File: config.mk
export PLATFORM = sky130hd
export DESIGN_NAME = gated_period_counter_flat
export DESIGN_NICKNAME = d
export VERILOG_FILES = /design/src/rtl/freq_meter_pkg.sv /design/src/rtl/gated_period_counter_if.sv /design/src/rtl/gate_edge_det.sv /design/src/rtl/gated_period_counter.sv /design/src/flat_wrapper.sv
export SDC_FILE = /design/constraint.sdc
export NUM_CORES = 1
export LEC_CHECK = 0
export ABC_AREA = 0
export CAP_MARGIN = 30
export CORE_MARGIN = 2
export CORE_UTILIZATION = 35
export DETAILED_ROUTE_END_ITERATION = 8
export GPL_TIMING_DRIVEN = 0
export SYNTH_ARGS = -nofsm -noshare
export SYNTH_HDL_FRONTEND = slang
export SYNTH_SLANG_ARGS = --single-unit
File: constraint.sdc
create_clock -name CP -period 1.8 [get_ports CP]
set_input_delay 0.45 -clock CP [delete_from_list [all_inputs] [get_ports CP]]
set_output_delay 0.45 -clock CP [all_outputs]
set_load 0.01 [all_outputs]
File: src/rtl/freq_meter_pkg.sv
// rtl/freq_meter_pkg.sv - shared state and mode encodings for the frequency meter
package freq_meter_pkg;

  typedef enum logic [1:0] {
    IDLE  = 2'd0,
    ARMED = 2'd1,
    COUNT = 2'd2,
    DONE  = 2'd3
  } state_t;

  localparam logic [1:0] MODE_SINGLE  = 2'b01;
  localparam logic [1:0] MODE_INHIBIT = 2'b11;

endpackage

File: src/rtl/gated_period_counter_if.sv
// rtl/gated_period_counter_if.sv - control/result bundle of the gate-window counter
interface gated_period_counter_if #(
  parameter int W = 16
);

  logic         Clear;
  logic         En;
  logic         Store;
  logic [1:0]   Status_Value;
  logic [W-1:0] Q;
  logic [W-1:0] Count;
  logic         Valid;
  logic         Ovf;
  logic         unable;

  modport master (
    output Clear, En, Store, Status_Value,
    input  Q, Count, Valid, Ovf, unable
  );

  modport slave (
    input  Clear, En, Store, Status_Value,
    output Q, Count, Valid, Ovf, unable
  );

endinterface

File: src/rtl/gate_edge_det.sv
// rtl/gate_edge_det.sv - registers the gate level and flags its rising/falling edges
module gate_edge_det (
  input  logic CP,
  input  logic RST,
  input  logic Clear,
  input  logic En,
  output logic rise,
  output logic fall
);

  logic en_d;

  always_ff @(posedge CP or posedge RST) begin
    if (RST) begin
      en_d <= 1'b0;
    end else if (!Clear) begin
      en_d <= 1'b0;
    end else begin
      en_d <= En;
    end
  end

  assign rise = En & ~en_d;
  assign fall = ~En & en_d;

endmodule

File: src/rtl/gated_period_counter.sv
// rtl/gated_period_counter.sv - counts CP edges over NWIN gate windows and latches the total
// GPC_SATURATE_EN selects saturating (defined) or wrapping (undefined) accumulation.
module gated_period_counter
  import freq_meter_pkg::*;
#(
  parameter int W    = 16,
  parameter int NWIN = 1
) (
  input logic                  CP,
  input logic                  RST,
  gated_period_counter_if.slave gp
);

  localparam logic [7:0]   WIN_LAST = 8'(NWIN - 1);
  localparam logic [W-1:0] CNT_ONE  = {{(W-1){1'b0}}, 1'b1};

  state_t       state, state_nxt;
  logic [W-1:0] count_r, count_nxt, q_r, q_nxt, count_inc;
  logic [7:0]   win_r, win_nxt;
  logic         ovf_i, ovf_i_nxt, ovf_r, ovf_nxt, valid_r, valid_nxt;
  logic         inc_ovf, rise, fall;

  gate_edge_det u_edge (
    .CP    (CP),
    .RST   (RST),
    .Clear (gp.Clear),
    .En    (gp.En),
    .rise  (rise),
    .fall  (fall)
  );

  always_comb begin
    inc_ovf = &count_r;
`ifdef GPC_SATURATE_EN
    count_inc = inc_ovf ? count_r : count_r + CNT_ONE;
`else
    count_inc = count_r + CNT_ONE;
`endif
  end

  always_ff @(posedge CP or posedge RST) begin
    if (RST) begin
      state <= IDLE;
    end else begin
      state <= state_nxt;
    end
  end

  always_ff @(posedge CP or posedge RST) begin
    if (RST) begin
      count_r <= '0;
      win_r   <= '0;
      ovf_i   <= 1'b0;
      q_r     <= '0;
      ovf_r   <= 1'b0;
      valid_r <= 1'b0;
    end else begin
      count_r <= count_nxt;
      win_r   <= win_nxt;
      ovf_i   <= ovf_i_nxt;
      q_r     <= q_nxt;
      ovf_r   <= ovf_nxt;
      valid_r <= valid_nxt;
    end
  end

  always_comb begin
    state_nxt = state;
    count_nxt = count_r;
    win_nxt   = win_r;
    ovf_i_nxt = ovf_i;
    q_nxt     = q_r;
    ovf_nxt   = ovf_r;
    valid_nxt = 1'b0;
    if (!gp.Clear) begin
      state_nxt = IDLE;
      count_nxt = '0;
      win_nxt   = '0;
      ovf_i_nxt = 1'b0;
      q_nxt     = '0;
      ovf_nxt   = 1'b0;
    end else if (gp.Status_Value == MODE_INHIBIT) begin
      // Aborted measurement is discarded; the last published result survives.
      state_nxt = IDLE;
      count_nxt = '0;
      win_nxt   = '0;
      ovf_i_nxt = 1'b0;
    end else begin
      case (state)
        IDLE: begin
          if (!gp.En && (gp.Status_Value != MODE_SINGLE || gp.Store)) begin
            state_nxt = ARMED;
          end
        end
        ARMED: begin
          if (rise) begin
            count_nxt = count_inc;
            ovf_i_nxt = ovf_i | inc_ovf;
            state_nxt = COUNT;
          end
        end
        COUNT: begin
          if (fall) begin
            if (win_r == WIN_LAST) begin
              state_nxt = DONE;
            end else begin
              win_nxt   = win_r + 8'd1;
              state_nxt = ARMED;
            end
          end else if (gp.En) begin
            count_nxt = count_inc;
            ovf_i_nxt = ovf_i | inc_ovf;
          end
        end
        DONE: begin
          q_nxt     = count_r;
          ovf_nxt   = ovf_i;
          valid_nxt = 1'b1;
          count_nxt = '0;
          win_nxt   = '0;
          ovf_i_nxt = 1'b0;
          state_nxt = (gp.Status_Value == MODE_SINGLE) ? IDLE : ARMED;
        end
        default: state_nxt = IDLE;
      endcase
    end
  end

  assign gp.Q      = q_r;
  assign gp.Count  = count_r;
  assign gp.Valid  = valid_r;
  assign gp.Ovf    = ovf_r;
  assign gp.unable = (state == IDLE);

endmodule

File: src/flat_wrapper.sv
// flat-port wrapper written by rule: the top's interface ports become plain ports
module gated_period_counter_flat import freq_meter_pkg::*;
#(
  parameter int W    = 16,
  parameter int NWIN = 1
)
  (CP, RST, gp_Clear, gp_En, gp_Store, gp_Status_Value, gp_Q, gp_Count, gp_Valid, gp_Ovf, gp_unable);
  gated_period_counter_if #(.W(W)) gp_i ();
  input logic CP;
  input logic RST;
  input wire logic [$bits(gp_i.Clear)-1:0] gp_Clear;
  input wire logic [$bits(gp_i.En)-1:0] gp_En;
  input wire logic [$bits(gp_i.Store)-1:0] gp_Store;
  input wire logic [$bits(gp_i.Status_Value)-1:0] gp_Status_Value;
  output wire logic [$bits(gp_i.Q)-1:0] gp_Q;
  output wire logic [$bits(gp_i.Count)-1:0] gp_Count;
  output wire logic [$bits(gp_i.Valid)-1:0] gp_Valid;
  output wire logic [$bits(gp_i.Ovf)-1:0] gp_Ovf;
  output wire logic [$bits(gp_i.unable)-1:0] gp_unable;
  assign gp_i.Clear = gp_Clear;
  assign gp_i.En = gp_En;
  assign gp_i.Store = gp_Store;
  assign gp_i.Status_Value = gp_Status_Value;
  assign gp_Q = gp_i.Q;
  assign gp_Count = gp_i.Count;
  assign gp_Valid = gp_i.Valid;
  assign gp_Ovf = gp_i.Ovf;
  assign gp_unable = gp_i.unable;
  gated_period_counter #(.W(W), .NWIN(NWIN)) u_core (.CP(CP), .RST(RST), .gp(gp_i));
endmodule
# Yosys cells after proc, flatten, opt, wreduce, memory -nomap -nowiden
# Cells that the tools add are included.
[totals]
ff_bits = 46
latchBits = 0
ramBits = 0
mem_bits_ro = 0
inputBits = 7
out_inout_bits = 35
word_cells = 76
memories = 0
[classes]
addsub = 2
mul = 0
n_div = 0
magnitude_cmp = 0
eq_ne = 16
shift = 0
n_mux = 35
n_bitwise = 5
n_reduce_logical = 10
[op_table]
columns = ["op", "count"]
rows = [
  ["two-way mux 16 bit", 8],
  ["case mux 16 bit (3 select lines)", 1],
  ["two-way mux 8 bit", 4],
  ["adder 16 x 1 -> 16 bit (second input constant)", 1],
  ["case mux 8 bit (2 select lines)", 1],
  ["AND reduction 16 bit", 1],
  ["two-way mux 1 bit", 13],
  ["two-way mux 2 bit", 6],
  ["inequality test 4 x 2 -> 1 bit (second input constant)", 3],
  ["adder 8 x 1 -> 8 bit (second input constant)", 1],
  ["logical NOT 8 bit", 1],
  ["inequality test 4 x 3 -> 1 bit (second input constant)", 2],
  ["case mux 2 bit (4 select lines)", 1],
  ["== test 2 bit (second input constant)", 3],
  ["AND reduction 3 bit", 2],
  ["inequality test 5 x 1 -> 1 bit (second input constant)", 1],
  ["== test 2 x 1 -> 1 bit (second input constant)", 2],
  ["inequality test 2 x 1 -> 1 bit (second input constant)", 2],
  ["inequality test 4 x 1 -> 1 bit (second input constant)", 1],
  ["inequality test 4 bit (second input constant)", 1],
  ["AND reduction 4 bit", 1],
  ["case mux 1 bit (3 select lines)", 1],
  ["AND 1 bit", 2],
  ["logical NOT 2 bit", 1],
  ["other kinds (7)", 8],
]

# Logic depth before layout (Yosys ltp)
# Gate-level depths: netlist of run 1.
[depth]
ltp_word = 7
depth_mapped = 7
depth_no_buf = 7

# Cells and area by module
# From an unflattened synthesis of run 1, not the netlist that was laid out.
[hier_totals]
cells_unflattened = 205
hier_area_um2 = 2267.2
[modules_own_cells]
columns = ["module", "n_inst", "cells_each", "area_each_um2", "seq_area_each_um2"]
rows = [
  ["gated_period_counter", 1, 200, 2219.6, 1126.1],
  ["gate_edge_det", 1, 5, 47.5, 25.0],
]

# Worst setup path after synthesis of run 1
# Ideal clock, no wire load.
[synth_timing]
path_type = "reg-to-reg"
from = "register u_core.count_r[0], in the netlist u_core.gp.Count[0]"
to = "register u_core.count_r[12], in the netlist u_core.gp.Count[12]"
setup_ns = 0.066
t_arrival_ns = 1.554
required_ns = 1.734
slack_ns = 0.180
stages_incl_launch_ff = 7
path_buffers = 0
period_less_slack_ns = 1.620
cell_sequence = "dfrtp_1 > ha_1 > nand2_1 > nor3_2 > o21ai_2 > or4_1 > nand2_1"
[synth_between]
elab_chain_len = 6
elab_cells_between_ends = 7
cone_classes = "add/sub: 1; mux: 6"
[synth_rtl]
columns = ["item", "line_no", "text"]
rows = [
  ["start: declaration", "gated_period_counter.sv:18", "logic [W-1:0] count_r, count_nxt, q_r, q_nxt, count_inc;"],
  ["start signal: assignment", "gated_period_counter.sv:58", "count_r <= count_nxt;"],
  ["adder 16 x 1 -> 16 bit (*)", "gated_period_counter.sv:37", "count_inc = count_r + CNT_ONE;"],
  ["two-way mux 16 bit", "gated_period_counter.sv:110", "end else if (gp.En) begin"],
  ["two-way mux 16 bit", "gated_period_counter.sv:103", "if (fall) begin"],
  ["case mux 16 bit (3 select lines) (*)", "gated_period_counter.sv:89", "case (state)"],
  ["two-way mux 16 bit (*)", "gated_period_counter.sv:82", "end else if (gp.Status_Value == MODE_INHIBIT) begin"],
  ["two-way mux 16 bit (*)", "gated_period_counter.sv:75", "if (!gp.Clear) begin"],
]
# Mark *: on every way between the ends. The rest lies on a longest branch, timed or not. The select of a mux whose other input is x is not followed.
# A chain may end at the register's enable or synchronous reset.

# Worst setup path in the final report of run 1
[layout_timing]
from = "register u_core.count_r[11], in the netlist u_core.gp.Count[11]"
to = "output gp_Count[11]"
[layout_lines]
columns = ["item", "line_no", "text"]
rows = [
  ["end: declaration", "flat_wrapper.sv:16", "output wire logic [$bits(gp_i.Count)-1:0] gp_Count;"],
]
# No word-level cell between the ends.

==> metrics.txt, run 1 <==
status=finished, final reports clean; YS warnings=0; total track usage=0.161; post-synthesis mux area share=0.00940; Syn Area/Cell=10.4 µm²; WP buf/inv=1; hpwl dp=3430 µm; core area=5890 µm²; first-pass GRT wire length=approximately 8300 µm; share of cells above drive strength 1=0.184; sequential fraction of design power=0.557; Final GP Congestion=0.811; CP endpoint=gp_Count[11]; number of CTS-inserted buffers=5; initial core utilization=0.362; Post-Synth Adder-Cell Area=0.0176; ys async rst share=1.00; Achievable Freq=563 MHz; routed wire length=just under 5000 µm; hold_ws=around 390 ps; grt met1 use=0.209; Synth Area in Compound Gates=0.150; met3 Usage GRT=0.0363; Final Cycle Share=0.988; sequential-to-total area share from yosys stat=0.541; worst hold path type=primary input to async pin; diodes inserted=0; Switching Power=~530 µW; final-layout fill cell count=between 500 and 600; XOR/XNOR Fraction of Synth Area=0.0699; CP cell instances=clkdlybuf4s50_1; Worst EP arrival=between 1000 and 1500 ps; row cnt=28; die width=82 µm; vias per cell=roughly 5.1; CTS clk-pin slew, worst paths=~100 ps; Crit Path Max Fanout=6; Starting DRT DRC Count=77; GRT Max-Usage Layer=met2; Multi-input gate area=970 µm²; GR Overflow Total=0; Layout area overhead=35.1%; r2r worst-path depth=6; Final nets=270; post-synthesis net count=roughly 210; Pleak=1.26 nW; Max Clock Skew=14.4 ps; fin crit period=1780 ps; initial antenna violation count=0; Worst Setup SP=u_core.gp.Count[11]; worst vdd ir=269 µV; Combinational Power Share=0.107; Final ANT Viol Nets=0; WL/cell=about 15 µm; Sequential Area=1160 µm²; endpoints failing setup=0; hold buffer count at cts=0; Worst slew margin=0.772; Design Area, Final=~2900 µm²; PnR Total Power=~1.9 mW; flops & latches, synth=46; GR Util met2=0.275; Crit path max-delay family=buffers and inverters; Most used DFF post-synth=dfrtp_1; Post-DP Area=between 2000 and 3000 µm²; kind of critical path=flip-flop to primary output; WP depth=1; vias in the first global route=around 1700; largest net degree at the start of global routing=36; Port-buffer cells=41; IO Pins=42; Die H=just over 80 µm; Synth Cell Area=between 2000 and 2500 µm²; Net Sw Frac=0.273; R2R setup slack=~100 ps; slowest stage delay, CP=570 ps; Post-Syn Instances=between 200 and 250; Worst R2R Start=u_core.gp.Count[0]; final hold violations=0; CTS H-Tree Depth=2; CP Launch Type=flip-flop; Vias=around 1700; Pwr Density=672 nW/µm²; TritonCTS sink count=46; Critical R2R Capture=u_core.gp.Count[12]; router iterations before antenna repair=4; simple-gate portion of the synthesized area=0.184; max-cap viol count=0; max-slew violation count=0; RSZ-0062 raised after global routing=yes; Crit-path slowest cell=clkdlybuf4s50_1; clk buf depth=2; Final Util=0.489; Slew @ Worst Pin=between 300 and 400 ps; Clock Power Share=0.336; CP Data Required Time=roughly 1400 ps; die area=~6700 µm²; Setup TNS Final=0 ps; unique cell type count in the Yosys netlist=36; number of flops mapped to enable cells by yosys=0; worst skew pair latency=310 ps; CTS root buf=clkbuf_8; crit path capture type=primary output; CTS tree=built; Post-route DRC=0; internal power=around 1.4 mW; largest family of logic cells by synthesized area=simple AND/OR/NAND/NOR gates
-- synth_stat cells, drive strengths merged (3+ instances only) --
| cell type | number | area share |
|---|---|---|
| dfrtp | 46 | 0.54 |
| nor2 | 26 | 0.046 |
| nand2 | 21 | 0.037 |
| a22o | 17 | 0.070 |
| xor2 | 16 | 0.066 |
| o21ai | 11 | 0.028 |
| nand4 | 7 | 0.028 |
| buf | 6 | 0.014 |
| inv | 5 | 0.0088 |
| nand3 | 5 | 0.012 |
| nor3 | 5 | 0.014 |
| nor2b | 4 | 0.012 |
| nor4 | 4 | 0.012 |
| clkbuf | 3 | 0.0053 |
| ha | 3 | 0.018 |
| o211ai | 3 | 0.011 |
| o21a | 3 | 0.011 |
-- sequential cells by signal, indices dropped and copies added (netlist names) --
| register | flops |
|---|---|
| u_core.gp.Count | 16 |
| u_core.gp.Ovf | 1 |
| u_core.gp.Q | 16 |
| u_core.gp.Valid | 1 |
| u_core.ovf_i | 1 |
| u_core.state | 2 |
| u_core.u_edge.en_d | 1 |
| u_core.win_r | 8 |
-- cell usage in the layout, fill, tap and decap left out, drive strengths merged, types with 3 or more instances in the layout --
master	instances
o21a	3
dfrtp	46
nor2b	4
o211ai	3
nand3	5
ha	3
clkdlybuf4s50	37
nand4	7
nand2	21
o21ai	11
nor2	26
nor3	5
inv	5
dlymetal6s2s	3
a22o	17
clkbuf	9
buf	14
xor2	16
nor4	4
-- worst min path at each step --
stage / start / end / slack [ps] / cells past startpoint
final: RST / u_core.gp.Count[9] / 390 / 2
after global placement: u_core.gp.Q[3] / u_core.gp.Q[3] / 490 / 1
after global routing: RST / u_core.gp.Q[8] / 410 / 2
after CTS: RST / u_core.gp.Q[8] / 400 / 2
after floorplan: u_core.ovf_i / u_core.ovf_i / 460 / 1
after detailed placement: u_core.gp.Q[7] / u_core.gp.Q[7] / 490 / 1
-- final cells by class --
type	instances	share of cell area
plain buffers	9	0.0191
multi-input cells	144	0.337
well taps	75	0.0326
repair buffers	49	0.169
inverters	5	0.00652
clock buffers	5	0.0239
flip-flops and latches	46	0.405
clock inverters	3	0.00739
-- per-layer routing --
metal | wire length, µm | part of all wire
met1 | 2270 | 0.46
met2 | 2450 | 0.50
met3 | 170 | 0.034
met4 | 44 | 0.0089
met5 | 0 | 0
-- per-stage QoR --
stage	setup WS, ps	std cells
6_report	22.3	336
3_3_place_gp	-726	320
3_5_place_dp	-616	321
5_1_grt	-34.1	336
2_1_floorplan	180	204
4_1_cts	0.842	330
-- power groups by stage --
| stage | clock network [mW] | logic [mW] | registers [mW] |
|---|---|---|---|
| 2_1_floorplan | 0 | 0.112 | 1.09 |
| 3_3_place_gp | 0 | 0.186 | 1.10 |
| 3_5_place_dp | 0 | 0.193 | 1.10 |
| 4_1_cts | 0.665 | 0.206 | 1.08 |
| 5_1_grt | 0.707 | 0.234 | 1.08 |
| 6_report | 0.649 | 0.207 | 1.08 |
-- cell families (layout without fill, tap and decap cells) --
group                      Yosys count  count (layout)
xor gates and xnor gates            17              17
AOI/OAI and AO/OA                   43              43
and+or+nand+nor                     79              79
DFF                                 46              46
adders and majority gates            3               3
buffers and inverters               14              71
muxes                                2               2
-- what timing repair did --
action	CTS	global route
setup endpoints to repair	42	34
resized for setup	19	17
buffers inserted	1	6
pin swaps	1	3
(Power assumes the default switching activity.)
==> run 2: changes to the inputs <==
--- a/config.mk
+++ b/config.mk
@@ -7,7 +7,7 @@
 export LEC_CHECK = 0
 export ABC_AREA = 0
 export CAP_MARGIN = 30
-export CORE_MARGIN = 2
+export CORE_MARGIN = 4
 export CORE_UTILIZATION = 35
 export DETAILED_ROUTE_END_ITERATION = 8
 export GPL_TIMING_DRIVEN = 0
==> metrics.txt, run 2 (synthesis gave the netlist of run 1 again) <==
max-slew violation count=0 (unchanged); Pwr Density=675 nW/µm² (was 672 nW/µm²); routed wire length=4800 µm (was 4940 µm); Port-buffer cells=41 (unchanged); IO Pins=42 (unchanged); crit path capture type=primary output (unchanged); Final nets=267 (was 270); initial antenna violation count=0 (unchanged); GR Overflow Total=0 (unchanged); slowest stage delay, CP=560 ps (was 570 ps); initial core utilization=0.360 (was 0.362); WL/cell=14.4 µm (was 14.7 µm); Crit-path slowest cell=clkdlybuf4s50_1 (unchanged); placed cells=321 (unchanged); first-pass GRT wire length=8430 µm (was 8310 µm); WP buf/inv=1 (unchanged); worst vdd ir=289 µV (was 269 µV); kind of critical path=flip-flop to primary output (unchanged); Worst EP arrival=1290 ps (was 1330 ps); hpwl dp=3430 µm (about the same); worst skew pair latency=300 ps (was 310 ps); Final Cycle Share=0.966 (was 0.988); commonest non-fill, non-tap cell in the layout=clkdlybuf4s50_1 (unchanged); Vias=1709 (was 1727); Starting DRT DRC Count=102 (was 77); CTS root buf=clkbuf_8 (unchanged); RSZ-0062 raised after global routing=yes (unchanged); CP cell instances=clkdlybuf4s50_1 (unchanged); Crit path max-delay family=buffers and inverters (unchanged); fin crit period=1740 ps (was 1780 ps); router iterations before antenna repair=4 (unchanged); Slew @ Worst Pin=330 ps (was 342 ps); Achievable Freq=575 MHz (was 563 MHz); final hold violations=0 (unchanged); diodes inserted=0 (unchanged); Pleak=1.27 nW (was 1.26 nW); final-layout fill cell count=539 (was 542); Final GP Congestion=0.845 (was 0.811); CP Data Required Time=1350 ps (about the same); endpoints failing setup=0 (unchanged); largest net degree at the start of global routing=36 (unchanged); Worst R2R Start=u_core.gp.Count[0] (unchanged); row cnt=28 (unchanged); Post-route DRC=0 (unchanged); hold buffer count at cts=0 (unchanged); Die H=86 µm (was 82 µm); core area=5920 µm² (was 5890 µm²); Max Clock Skew=7.30 ps (was 14.4 ps); die area=7400 µm² (was 6720 µm²); worst hold path type=primary input to async pin (unchanged); CTS clk-pin slew, worst paths=90 ps (was 100 ps); number of CTS-inserted buffers=5 (unchanged); Post-DP Area=2650 µm² (unchanged); fin cells=333 (was 336); total track usage=0.143 (was 0.161); Worst Setup SP=u_core.gp.Count[0] (was u_core.gp.Count[11]); commonest cells after routing, fill and taps aside=36 x clkdlybuf4s50_1, 34 x dfrtp_1, 25 x nor2_1 (was 37 x clkdlybuf4s50_1, 36 x dfrtp_1, 25 x nor2_1); CTS H-Tree Depth=2 (unchanged); TritonCTS sink count=46 (unchanged); die width=86 µm (was 82 µm); status=finished, final reports clean (unchanged); Final ANT Viol Nets=0 (unchanged); Layout area overhead=33.5% (was 35.1%); vias per cell=5.13 (was 5.14); max-cap viol count=0 (unchanged); Worst slew margin=0.780 (was 0.772); clk buf depth=2 (unchanged); vias in the first global route=1685 (was 1696); share of cells above drive strength 1=0.167 (was 0.184); Design Area, Final=2840 µm² (was 2880 µm²); CTS tree=built (unchanged); Crit Path Max Fanout=7 (was 6); CP Launch Type=flip-flop (unchanged)
## run 2: cell types whose count changed in the layout (fill, tap and decap cells not counted), sizes merged
cell           delta
buf               -3
clkbuf            -1
clkdlybuf4s15     +1
clkdlybuf4s50     -1
dlygate4sd2       +1
## run 2: final timing paths
kind                                       endpoint  cells past startpoint  slack, ps
worst min-delay path                 u_core.gp.Q[8]                      2        390
worst min register to register       u_core.gp.Q[5]                      1        510
min in group CP                     u_core.state[0]                      2        490
max in group asynchronous        u_core.gp.Count[0]                      3        920
worst max register to register  u_core.gp.Count[12]                      6         90
worst max-delay path                    gp_Count[0]                      1         60
## run 2: layout make-up
class | instances | area, µm² | share of cell area
plain buffers | 9 | 50.0 | 0.0176
clock buffers | 5 | 68.8 | 0.0242
clock inverters | 3 | 21.3 | 0.00748
inverters | 5 | 18.8 | 0.00660
multi-input cells | 144 | 957 | 0.337
flip-flops and latches | 46 | 1170 | 0.410
well taps | 75 | 93.8 | 0.0330
repair buffers | 46 | 467 | 0.164
## run 2: where the power goes
group,leakage [nW],internal (mW),total (mW),switching [mW]
Combinational,0.605,0.0824,0.206,0.124
Sequential,0.617,1.05,1.08,0.0247
Clock,0.0441,0.273,0.637,0.364
Total,1.27,1.41,1.92,0.512
## run 2: metal layers
metal	vias to the layer above	track usage	part of all wire
met5	-	0	0
met4	0	0.0302	0.0092
met3	7	0.0375	0.057
met2	47	0.223	0.46
met1	822	0.201	0.48
li1	833	-	-
## run 2: per-stage QoR
step,hold WS (ps),total power [mW],util,TNS [ps],setup slack [ps]
finish,393,1.92,0.480,0,61.1
detailed placement,489,1.29,0.448,-20460,-700
global route,411,2.01,0.480,-29.6,-19.5
CTS,399,1.93,0.471,0,9.24
floorplan,465,1.20,-,0,180
global placement,486,1.28,0.445,-50520,-703
## run 2: timing repair
action | 4_1_cts | 5_1_grt
endpoints found under the setup margin | 42 | 34
pin swaps | 1 | 2
gates cloned | 0 | 0
endpoints found under the hold margin | 0 | 0
setup buffers | 1 | 3
resized for setup | 18 | 14
==> run 3: changes to the inputs <==
--- a/config.mk
+++ b/config.mk
@@ -11,6 +11,7 @@
 export CORE_UTILIZATION = 35
 export DETAILED_ROUTE_END_ITERATION = 8
 export GPL_TIMING_DRIVEN = 0
+export SKIP_LAST_GASP = 1
 export SYNTH_ARGS = -nofsm -noshare
 export SYNTH_HDL_FRONTEND = slang
 export SYNTH_SLANG_ARGS = --single-unit
==> constraint.sdc (replaced) <==
create_clock -name CP -period 2 [get_ports CP]
set_input_delay 0.5 -clock CP [delete_from_list [all_inputs] [get_ports CP]]
set_output_delay 0.5 -clock CP [all_outputs]
set_load 0.01 [all_outputs]
==> metrics.txt, run 3 (synthesis gave the netlist of run 1 again) <==
fin crit period=1930 ps; TritonCTS sink count=46 (unchanged); slowest stage delay, CP=540 ps (was 560 ps); Worst EP arrival=2170 ps (was 1290 ps); final hold violations=0 (unchanged); vias in the first global route=1680 (was 1685); WP buf/inv=2 (was 1); Crit Path Max Fanout=10 (was 7); r2r worst-path depth=6 (unchanged); Starting DRT DRC Count=82 (was 102); share of cells above drive strength 1=0.106 (was 0.167); IO Pins=42 (unchanged); R2R setup slack=210 ps (was 90 ps); Port-buffer cells=41 (unchanged); Post-route DRC=0 (unchanged); WP depth=5 (was 1); die width=86 µm (unchanged); CTS tree=built (unchanged); internal power=1.26 mW (was 1.41 mW); initial antenna violation count=0 (unchanged); Slew @ Worst Pin=589 ps (was 330 ps); Crit-path slowest cell=clkdlybuf4s50_1 (unchanged); row cnt=28 (unchanged); Critical R2R Capture=u_core.gp.Count[12] (unchanged); Max Clock Skew=6.36 ps (was 7.30 ps); worst vdd ir=261 µV (was 289 µV); routed wire length=4770 µm (was 4800 µm); WL/cell=14.5 µm (was 14.4 µm); Switching Power=453 µW (was 512 µW); Worst R2R Start=u_core.gp.Count[0] (unchanged); fin cells=329 (was 333); CP Data Required Time=2240 ps (was 1350 ps); worst hold path type=primary input to async pin (unchanged); Final Cycle Share=0.963; Post-CTS Setup Bufs=0 (was 1); Final ANT Viol Nets=0 (unchanged); Achievable Freq=about 520 MHz; RSZ-0062 raised after global routing=yes (unchanged); largest net degree at the start of global routing=36 (unchanged); Die H=86 µm (unchanged); Pleak=1.21 nW (was 1.27 nW); commonest cells after routing, fill and taps aside=46 x dfrtp_1, 40 x clkdlybuf4s50_1, 25 x nor2_1 (was 36 x clkdlybuf4s50_1, 34 x dfrtp_1, 25 x nor2_1); endpoints failing setup=0 (unchanged); number of CTS-inserted buffers=5 (unchanged); first-pass GRT wire length=8460 µm (was 8430 µm); kind of critical path=primary input to flip-flop (was flip-flop to primary output); Clock Power Share=0.333 (was 0.332); Vias=1677 (was 1709); router iterations before antenna repair=4 (unchanged); die area=7400 µm² (unchanged); Final Util=0.467 (was 0.480); CTS clk-pin slew, worst paths=90 ps (about the same); total track usage=0.144 (was 0.143); hpwl dp=3430 µm (unchanged); diodes inserted=0 (unchanged); vias per cell=5.10 (was 5.13); Setup TNS Final=0 ps (unchanged); pre-CTS WS=-550 ps (was -700 ps); status=finished, final reports clean (unchanged); CTS H-Tree Depth=2 (unchanged); worst skew pair latency=300 ps (about the same); Final nets=263 (was 267); commonest non-fill, non-tap cell in the layout=dfrtp_1 (was clkdlybuf4s50_1); Combinational Power Share=0.102 (was 0.107); placed cells=321 (unchanged); clk buf depth=2 (unchanged); hold buffer count at cts=0 (unchanged); core area=5920 µm² (unchanged); GR Overflow Total=0 (unchanged); Worst slew margin=0.607 (was 0.780); sequential fraction of design power=0.566 (was 0.561); final setup margin=73.7 ps (was 61.1 ps); PnR Total Power=1.71 mW (was 1.92 mW); final-layout fill cell count=549 (was 539); max-cap viol count=0 (unchanged); initial core utilization=0.360 (unchanged); CTS root buf=clkbuf_8 (unchanged); Pwr Density=618 nW/µm² (was 675 nW/µm²); crit path capture type=flip-flop (was primary output); Crit path max-delay family=buffers and inverters (unchanged); Net Sw Frac=0.265 (was 0.267); Final GP Congestion=0.845 (unchanged); CP Launch Type=primary input (was flip-flop); CP cell instances=clkdlybuf4s50_1, nand2_1, a31oi_2, buf_2, a22o_1 (was clkdlybuf4s50_1); max-slew violation count=0 (unchanged); Layout area overhead=29.9% (was 33.5%)
[run 3: cell count changes in the layout (fill, tap and decap cells not counted), moves of 2 or more]
| cell | previous run | this run |
|---|---|---|
| dfrtp_2 | 12 | 0 |
| buf_4 | 4 | 0 |
| clkdlybuf4s50_1 | 36 | 40 |
| dfrtp_1 | 34 | 46 |
| clkbuf_4 | 2 | 0 |
| dlymetal6s2s_1 | 3 | 0 |
| clkbuf_2 | 1 | 3 |
[run 3: metal layers]
layer | track usage | wire length [µm] | vias up
li1 | - | - | 825
met1 | 0.203 | 2290 | 807
met2 | 0.223 | 2190 | 41
met3 | 0.0375 | 249 | 4
met4 | 0.0302 | 33 | 0
met5 | 0 | 0 | -
[run 3: cell type report]
type | instances | area (µm²) | share of cell area
clock buffer | 5 | 68.8 | 0.0249
clock inverter | 3 | 21.3 | 0.00769
sequential | 46 | 1150 | 0.416
buffer | 9 | 45.0 | 0.0163
inverter | 5 | 18.8 | 0.00678
tap | 75 | 93.8 | 0.0339
timing repair buffer | 42 | 429 | 0.155
multi-input combinational | 144 | 938 | 0.339
[run 3: per-stage QoR]
stage / hold WS, ps / area (µm²)
6_report: 447 / 2770
5_1_grt: 461 / 2770
4_1_cts: 449 / 2750
3_5_place_dp: 489 / 2650
3_3_place_gp: 486 / 2630
2_1_floorplan: 465 / 2130
[run 3: timing repair]
item,in CTS,in global routing
cloned,0,0
setup endpoints to repair,21,16
pin swaps,0,0
resized for setup,5,5
[run 3: how the worst max path moves through the flow]
stage                                  start                   to  slack [ps]
final                     gp_Status_Value[1]      u_core.gp.Q[15]          70
after global routing      gp_Status_Value[1]       u_core.gp.Q[0]         -10
after CTS                 gp_Status_Value[1]       u_core.gp.Q[0]          30
after detailed placement  gp_Status_Value[1]      u_core.gp.Q[15]        -550
after global placement                   RST   u_core.u_edge.en_d        -550
after floorplan           u_core.gp.Count[0]  u_core.gp.Count[12]         380
[run 3: power groups by stage]
stage / combinational, mW / sequential (mW) / clock [mW]
finish: 0.174 / 0.967 / 0.569
global route: 0.195 / 0.971 / 0.633
CTS: 0.175 / 0.968 / 0.591
detailed placement: 0.174 / 0.986 / 0
global placement: 0.166 / 0.986 / 0
floorplan: 0.101 / 0.983 / 0
[run 3: worst reg2reg max path, delay by kind of cell (launching register included)]
family	cells	cell delay, ps
AOI/OAI and AO/OA	1	130
adders and majority gates	1	270
DFF	1	480
and+or+nand+nor	4	860
